### src/rtl/bp_be_fe_queue_rollback_if.sv
// Handshake bundle between the FE queue producer, the BE scheduler and the
// rollback replay buffer that sits between them.
interface bp_be_fe_queue_rollback_if #(
  parameter int width_p = 96,
  parameter int els_p   = 8
);
  localparam int ptr_width_lp = $clog2(els_p) + 1;

  logic [width_p-1:0]      fe_queue_i;
  logic                    fe_queue_v_i;
  logic                    fe_queue_ready_o;
  logic [width_p-1:0]      fe_queue_o;
  logic                    fe_queue_v_o;
  logic                    fe_queue_yumi_i;
  logic                    fe_queue_deq_i;
  logic                    fe_queue_roll_i;
  logic                    fe_queue_clr_i;
  logic                    empty_o;
  logic [ptr_width_lp-1:0] count_o;

  modport master (
    output fe_queue_i, fe_queue_v_i, fe_queue_yumi_i, fe_queue_deq_i,
           fe_queue_roll_i, fe_queue_clr_i,
    input  fe_queue_ready_o, fe_queue_o, fe_queue_v_o, empty_o, count_o
  );

  modport slave (
    input  fe_queue_i, fe_queue_v_i, fe_queue_yumi_i, fe_queue_deq_i,
           fe_queue_roll_i, fe_queue_clr_i,
    output fe_queue_ready_o, fe_queue_o, fe_queue_v_o, empty_o, count_o
  );
endinterface

### src/rtl/bp_be_fe_queue_rollback.sv
// Replay buffer: entries are issued speculatively at rptr and retained until
// committed at cptr, so a miss can rewind rptr and a redirect can flush.
module bp_be_fe_queue_rollback #(
  parameter int width_p = 96,
  parameter int els_p   = 8
) (
  input  logic clk_i,
  input  logic reset_n_i,
  bp_be_fe_queue_rollback_if.slave q
);
  localparam int ptr_width_lp = $clog2(els_p) + 1;
  localparam int idx_width_lp = ptr_width_lp - 1;

  logic [width_p-1:0]      mem [els_p];
  logic [ptr_width_lp-1:0] wptr, rptr, cptr;
  logic [ptr_width_lp-1:0] wptr_n, rptr_n, cptr_n, used;
  logic                    v, ready, enq, yumi_ok, deq_ok;

  // Wrap bit makes wptr - cptr an exact occupancy, including the full case.
  assign used    = wptr - cptr;
  assign ready   = (used != ptr_width_lp'(els_p));
  assign v       = (rptr != wptr);
  assign enq     = q.fe_queue_v_i & ready & ~q.fe_queue_clr_i;
  assign yumi_ok = q.fe_queue_yumi_i & v;
  assign deq_ok  = q.fe_queue_deq_i & (cptr != rptr);
  assign cptr_n  = cptr + ptr_width_lp'(deq_ok);

  always_comb begin
    wptr_n = wptr + ptr_width_lp'(enq);
    rptr_n = rptr;
    if (q.fe_queue_clr_i) begin
      wptr_n = cptr_n;
      rptr_n = cptr_n;
    end else if (q.fe_queue_roll_i) begin
      rptr_n = cptr_n;
    end else if (yumi_ok) begin
      rptr_n = rptr + ptr_width_lp'(1);
    end
  end

  always_ff @(posedge clk_i or negedge reset_n_i) begin
    if (!reset_n_i) begin
      wptr <= '0;
      rptr <= '0;
      cptr <= '0;
    end else begin
      wptr <= wptr_n;
      rptr <= rptr_n;
      cptr <= cptr_n;
    end
  end

  always_ff @(posedge clk_i) begin
    if (enq) mem[wptr[idx_width_lp-1:0]] <= q.fe_queue_i;
  end

  assign q.fe_queue_o       = mem[rptr[idx_width_lp-1:0]];
  assign q.fe_queue_v_o     = v;
  assign q.fe_queue_ready_o = ready;
  assign q.empty_o          = (wptr == cptr);
  assign q.count_o          = used;

  // Protocol misuse is ignored by the datapath above; these flag it in simulation.
  a_yumi_needs_valid: assert property (@(posedge clk_i) disable iff (!reset_n_i)
    !(q.fe_queue_yumi_i && !v))
    else $error("yumi asserted with no unread entry");

  a_deq_needs_issued: assert property (@(posedge clk_i) disable iff (!reset_n_i)
    !(q.fe_queue_deq_i && (cptr == rptr)))
    else $error("deq asserted with no issued entry");
endmodule
### src/flat_wrapper.sv
// flat-port wrapper written by rule: the top's interface ports become plain ports
module bp_be_fe_queue_rollback_flat 
#(
  parameter int width_p = 96,
  parameter int els_p   = 8
)
  (clk_i, reset_n_i, q_fe_queue_i, q_fe_queue_v_i, q_fe_queue_yumi_i, q_fe_queue_deq_i, q_fe_queue_roll_i, q_fe_queue_clr_i, q_fe_queue_ready_o, q_fe_queue_o, q_fe_queue_v_o, q_empty_o, q_count_o);
  bp_be_fe_queue_rollback_if #(.width_p(width_p), .els_p(els_p)) q_i ();
  input  logic clk_i;
  input  logic reset_n_i;
  input wire logic [$bits(q_i.fe_queue_i)-1:0] q_fe_queue_i;
  input wire logic [$bits(q_i.fe_queue_v_i)-1:0] q_fe_queue_v_i;
  input wire logic [$bits(q_i.fe_queue_yumi_i)-1:0] q_fe_queue_yumi_i;
  input wire logic [$bits(q_i.fe_queue_deq_i)-1:0] q_fe_queue_deq_i;
  input wire logic [$bits(q_i.fe_queue_roll_i)-1:0] q_fe_queue_roll_i;
  input wire logic [$bits(q_i.fe_queue_clr_i)-1:0] q_fe_queue_clr_i;
  output wire logic [$bits(q_i.fe_queue_ready_o)-1:0] q_fe_queue_ready_o;
  output wire logic [$bits(q_i.fe_queue_o)-1:0] q_fe_queue_o;
  output wire logic [$bits(q_i.fe_queue_v_o)-1:0] q_fe_queue_v_o;
  output wire logic [$bits(q_i.empty_o)-1:0] q_empty_o;
  output wire logic [$bits(q_i.count_o)-1:0] q_count_o;
  assign q_i.fe_queue_i = q_fe_queue_i;
  assign q_i.fe_queue_v_i = q_fe_queue_v_i;
  assign q_i.fe_queue_yumi_i = q_fe_queue_yumi_i;
  assign q_i.fe_queue_deq_i = q_fe_queue_deq_i;
  assign q_i.fe_queue_roll_i = q_fe_queue_roll_i;
  assign q_i.fe_queue_clr_i = q_fe_queue_clr_i;
  assign q_fe_queue_ready_o = q_i.fe_queue_ready_o;
  assign q_fe_queue_o = q_i.fe_queue_o;
  assign q_fe_queue_v_o = q_i.fe_queue_v_o;
  assign q_empty_o = q_i.empty_o;
  assign q_count_o = q_i.count_o;
  bp_be_fe_queue_rollback #(.width_p(width_p), .els_p(els_p)) u_core (.clk_i(clk_i), .reset_n_i(reset_n_i), .q(q_i));
endmodule
### config.mk
export PLATFORM = sky130hd
export DESIGN_NAME = bp_be_fe_queue_rollback_flat
export DESIGN_NICKNAME = d
export VERILOG_FILES = /design/src/rtl/bp_be_fe_queue_rollback_if.sv /design/src/rtl/bp_be_fe_queue_rollback.sv /design/src/flat_wrapper.sv
export SDC_FILE = /design/constraint.sdc
export NUM_CORES = 1
export LEC_CHECK = 0
export BUFFER_PORTS_ARGS = -buffer_cell sky130_fd_sc_hd__buf_2
export CAP_MARGIN = 20
export CORE_MARGIN = 2
export CORE_UTILIZATION = 50
export DETAILED_ROUTE_END_ITERATION = 7
export PLACE_DENSITY_LB_ADDON = 0.1
export RECOVER_POWER = 25
export SYNTH_ARGS = -nofsm -noshare
export SYNTH_HDL_FRONTEND = slang
export SYNTH_SLANG_ARGS = --single-unit
export TNS_END_PERCENT = 100
### constraint.sdc
create_clock -name clk_i -period 29.7 [get_ports clk_i]
set_input_delay 1.485 -clock clk_i [delete_from_list [all_inputs] [get_ports clk_i]]
set_output_delay 1.485 -clock clk_i [all_outputs]
set_load 0.02 [all_outputs]
======== Word level (Yosys, flattened, before mapping) ========
Memory sizes are Yosys's and may differ from the RTL's.
Index checks and enable logic that the tools add are counted.
cells by class
  multiply operators ...................... 0
  $add $sub $neg .......................... 4
  equality and inequality tests ........... 4
  reductions and logical operators ........ 1
  bitwise operators ....................... 5
  div/mod/pow operators ................... 0
  shift operators ......................... 0
  mux-type cells .......................... 6
  magnitude comparators ................... 0
operator list
  operator                                      number
  two-way mux 4 bit                             4
  adder 4 x 1 -> 4 bit                          2
  inequality test 4 bit                         2
  adder 4 x 1 -> 4 bit, second input constant   1
  AND 1 bit                                     4
  == test 4 bit                                 1
  inequality test 4 bit, second input constant  1
  subtractor 4 bit                              1
  nonzero test 3 bit                            1
  two-way mux 1 bit                             2
  NOT 1 bit                                     1
storage, ports and cells
  logic and storage cells ................. 24
  input bits .............................. 103
  output and inout port bits .............. 103
  bits in latches ......................... 0
  memory bits (writable) .................. 768
  memories ................................ 1
  register bits after elaboration ......... 12
  ROM bits ................................ 0
memory list
  name        words  bits a word  read ports  clocked after memory_dff  wr ports  RTL line                       source
  u_core.mem  8      96           1           0                         1         bp_be_fe_queue_rollback.sv:14  logic [width_p-1:0] mem [els_p];

======== Depth between registers and ports, before layout ========
  depth in word-level cells ............... 6
  mapped depth ............................ 13
  depth with buffers taken out ............ 12

======== Worst setup path before layout ========
No wires, ideal clock.
  path kind ............................... input-to-reg
  start ................................... in q_fe_queue_clr_i
  end ..................................... mem u_core.mem[0][0], enable pin
  arrival ................................. 11.826 ns
  cell stages on the path ................. 4
  setup slack ............................. 17.054 ns
  library setup time ...................... 0.820 ns
  path buffers ............................ 2
  data required time ...................... 28.880 ns
  path through ............................ clkbuf_1 nand2b_1 buf_1 nor4b_1
on the way
  word-level cells in the longest chain between the ends .. 4
ends and longest elaborated chain
  what                                     RTL line                       source
  start: declaration                       flat_wrapper.sv:16             input wire logic [$bits(q_i.fe_queue_clr_i)-1:0] q_fe_queue_clr_i;
  NOT 1 bit                                bp_be_fe_queue_rollback.sv:23  assign enq = q.fe_queue_v_i & ready & ~q.fe_queue_clr_i;
  AND 1 bit                                bp_be_fe_queue_rollback.sv:23
  two-way mux 1 bit                        bp_be_fe_queue_rollback.sv:54  if (enq) mem[wptr[idx_width_lp-1:0]] <= q.fe_queue_i;
  two-way mux 1 bit (implied by the code)  bp_be_fe_queue_rollback.sv:54
  end: declaration                         bp_be_fe_queue_rollback.sv:14
No other way between the ends.

======== Final worst setup path ========
  start ................................... reg u_core.rptr[0]
  end ..................................... out q_fe_queue_o[7]
on the way
  word-level cells in the longest chain between the ends .. 1
ends and longest elaborated chain
  what                      RTL line                       source
  start: declaration        bp_be_fe_queue_rollback.sv:15  logic [ptr_width_lp-1:0] wptr, rptr, cptr;
  start signal: assignment  bp_be_fe_queue_rollback.sv:48  rptr <= rptr_n;
  memory (8 x 96 bit)       n/a
  end: declaration          flat_wrapper.sv:18             output wire logic [$bits(q_i.fe_queue_o)-1:0] q_fe_queue_o;
No other way between the ends.

==> summary.md <==
| Metric | Value |
|---|---|
| Worst R2R Path Depth | 10 |
| Largest net degree at the start of global routing | 73 |
| GP Congestion | 0.710 |
| IO Pins | 206 |
| Full die area | 61800 µm² |
| Critical path required time | 28.21 ns |
| Port Buf Inserts | 205 |
| Num CTS Buffers | 79 |
| DRC | 22 |
| Fill cell count | 4263 |
| First-pass GRT wire length | 89000 µm |
| Seq cells post-synth | 780 |
| Synth top area share | 77.0% |
| Share of layout cells above drive strength 1 | 35.8% |
| Final setup viols | 0 |
| H-tree Lvls | 3 |
| Post-DP HPWL | 30500 µm |
| Cell Rows | 89 |
| Unrepaired setup endpoints after global routing | false |
| First-pass iteration count of the detailed router | 8 |
| Worst slew pin tran | 1.07 ns |
| Setup Total Neg Slack | 0 ns |
| CTS tree | done |
| Hold_sp | u_core.cptr[3]$_DFF_PN0_ |
| Unique masters post-synth | 34 |
| Largest family of logic cells by synthesized area | multiplexers |
| Tcrit/Tclk final | 18.9% |
| Rel. slew slack | 28.3% |
| Post-CTS setup buffer count | 0 |
| Wire per inst | 25.6 µm |
| Fin nets | 1573 |
| Clock network fraction of total power | 29.7% |
| Synth Area in Compound Gates | 0.305% |
| R2R Path End | u_core.mem[6][91]$_DFFE_PP_ |
| Lkg Pwr | 11.3 nW |
| Register area share after synthesis | 78.0% |
| Arrival time worst endpoint | 4.13 ns |
| Synth area leaders | edfxtp_1 (77%), mux4_2 (11%), mux4_1 (4.2%) |
| CP endpoint kind | output pin |
| Vias in the first global route | 14100 |
| Simple-Gate Fraction of Synth Area | 0.648% |
| Cell Int Power | 2.38 mW |
| Vias per inst | 5.73 |
| Chip Width | 249 µm |
| Number of synthesized flops with an enable pin | 768 |
| Max-cap violations | 0 |
| Violated checks | DRC |
| Hold Path Sink | u_core.cptr[3]$_DFF_PN0_ |
| Cts-stage hold buffer count | 0 |
| Synth warn | 0 |
| Initial antenna violation count | 6 |
| Most used DFF post-synth | edfxtp_1 |
| Syn_area_per_cell | 24.8 µm² |
| Routed Antenna Nets | 0 |
| Adder-cell share of the synthesized area | 0.401% |
| Post-cts sizing count | 0 |
| Core area | 59100 µm² |
| Grt total ovfl | 0 |
| Critical path class | flip-flop to output pin |
| Net count after synthesis | 1320 |
| Tightest Hold Check Type | flip-flop to flip-flop |
| Power per standard cell area | 99.0 nW/µm² |
| Synthesized cell area | 29900 µm² |
| Clock latency on the worst-skew pair | 0.61 ns |
| Die Ht | 249 µm |
| Initial Util | 50.6% |
| Multiplexer area fraction after synthesis | 18.8% |
| Layout area overhead | 14.9% |
| DR iter-0 viols | 855 |
| Clock sink count | 780 |
| Final min period | 5.62 ns |
| CTS Buffer Depth | 3 |
| Total GRT Usage | 19.4% |
| Crit path launch type | flip-flop |
| Hold depth | 1 |
| Synth area leader | edfxtp_1 |
| Critical path fanouts, max | 46 |
| Root Buffer | clkbuf_16 |
| Most frequent cells after synthesis | edfxtp_1 (768), mux4_2 (144), mux2_2 (98), mux4_1 (48), buf_2 (21) |
| Sequential Power Share | 40.7% |
| Slew Viols, Final | 0 |
| Max IR drop VDD | 0.0591 mV |
| Outcome | finished, violations left |
| Total power | 3.41 mW |
| Fin. Hold Viols | 0 |
| Clock transition at path regs | 0.06 ns |
| Switching pwr | 1.03 mW |
| Post-Syn Instances | 1208 |
| Post-Synth XOR/XNOR Area | 0.439% |
| FMAX | 178 MHz |
| Net Sw Frac | 30.1% |
| Clock skew | 0.0190 ns |
| Comb power frac | 29.7% |
| R2R setup slack | 25.54 ns |
| Reg-to-reg startpoint | u_core.wptr[0]$_DFF_PN0_ |
| Synth async-reset ratio | 1.54% |
| Most common cell in the netlist | edfxtp_1 |
| Drt total wl | 59000 µm |
| Vias post-DR | 13200 |
## flip-flops by register name (all words and copies together) (netlist names)
name and flops:
u_core.cptr 4, u_core.mem 768, u_core.rptr 4, u_core.wptr 4
## cell type report
type / instances / area [µm²] / share of cell area [%]
flip-flops and latches: 780 / 23400 / 67.9
multi-input cells: 361 / 6210 / 18.1
clock buffers: 91 / 2090 / 6.06
repair buffers: 232 / 1150 / 3.34
well taps: 773 / 967 / 2.81
clock inverters: 55 / 579 / 1.68
inverters: 7 / 26.3 / 0.0764
diodes: 3 / 7.51 / 0.0218
## power by group through the flow
stage                     clock network (mW)  logic, mW  registers, mW
after floorplan                            0      0.785           1.39
after global placement                     0       1.03           1.41
after detailed placement                   0       1.04           1.41
after CTS                               1.03       1.04           1.39
after global routing                    1.08       1.09           1.40
final                                   1.01       1.01           1.39
## layer usage
| metal | global-route usage, % | share of wire (%) |
|---|---|---|
| met2 | 31.8 | 50 |
| met1 | 26.9 | 44 |
| met4 | 5.21 | 1.5 |
| met3 | 4.09 | 5.1 |
| met5 | 0 | 0.090 |
## how the worst max path moves through the flow
| stage | cells past startpoint | slack, ns | from | to |
|---|---|---|---|---|
| final | 5 | 24.08 | u_core.rptr[0]$_DFFE_PN0P_ | q_fe_queue_o[7] |
| after global routing | 5 | 23.77 | u_core.rptr[0]$_DFFE_PN0P_ | q_fe_queue_o[58] |
| after CTS | 5 | 23.94 | u_core.rptr[0]$_DFFE_PN0P_ | q_fe_queue_o[58] |
| after detailed placement | 5 | 24.60 | u_core.rptr[0]$_DFFE_PN0P_ | q_fe_queue_o[58] |
| after global placement | 5 | 24.62 | u_core.rptr[0]$_DFFE_PN0P_ | q_fe_queue_o[80] |
| after floorplan | 4 | 17.05 | q_fe_queue_clr_i | u_core.mem[0][0]$_DFFE_PP_ |
## cells by family after synthesis
family | after synthesis
adders and majority gates | 9
and+or+nand+nor | 34
buffers and inverters | 67
AOI/OAI and AO/OA | 12
muxes | 291
xor gates and xnor gates | 15
DFF | 780
## through the flow
| stage | hold slack (ns) | util [%] | cells | cell area (µm²) | worst slack [ns] |
|---|---|---|---|---|---|
| 3_5_place_dp | 0.582 | 53.8 | 2153 | 31800 | 24.60 |
| 3_3_place_gp | 0.582 | 53.8 | 2153 | 31800 | 24.62 |
| 6_report | 0.604 | 58.2 | 2302 | 34400 | 24.08 |
| 4_1_cts | 0.594 | 58.3 | 2299 | 34500 | 23.94 |
| 2_1_floorplan | 0.533 | - | 1208 | 29900 | 17.05 |
| 5_1_grt | 0.628 | 58.2 | 2299 | 34400 | 23.77 |
## placed cells by master (no fill, tap or decap), drive strengths merged, types with 5 or more instances in the layout
cell type / count
ha: 8
buf: 169
dfrtp: 12
inv: 9
bufinv: 12
mux2: 98
nor2: 8
xor2: 13
mux4: 192
clkinv: 40
edfxtp: 768
nand3: 5
clkbuf: 154
## critical path, cell delays in order, from the launching register on
cell     delay, ns
dfrtp_4       0.85
buf_4         0.80
buf_4         0.69
mux4_1        0.64
mux2_2        0.28
buf_2         0.17
(Power assumes the default switching activity.)
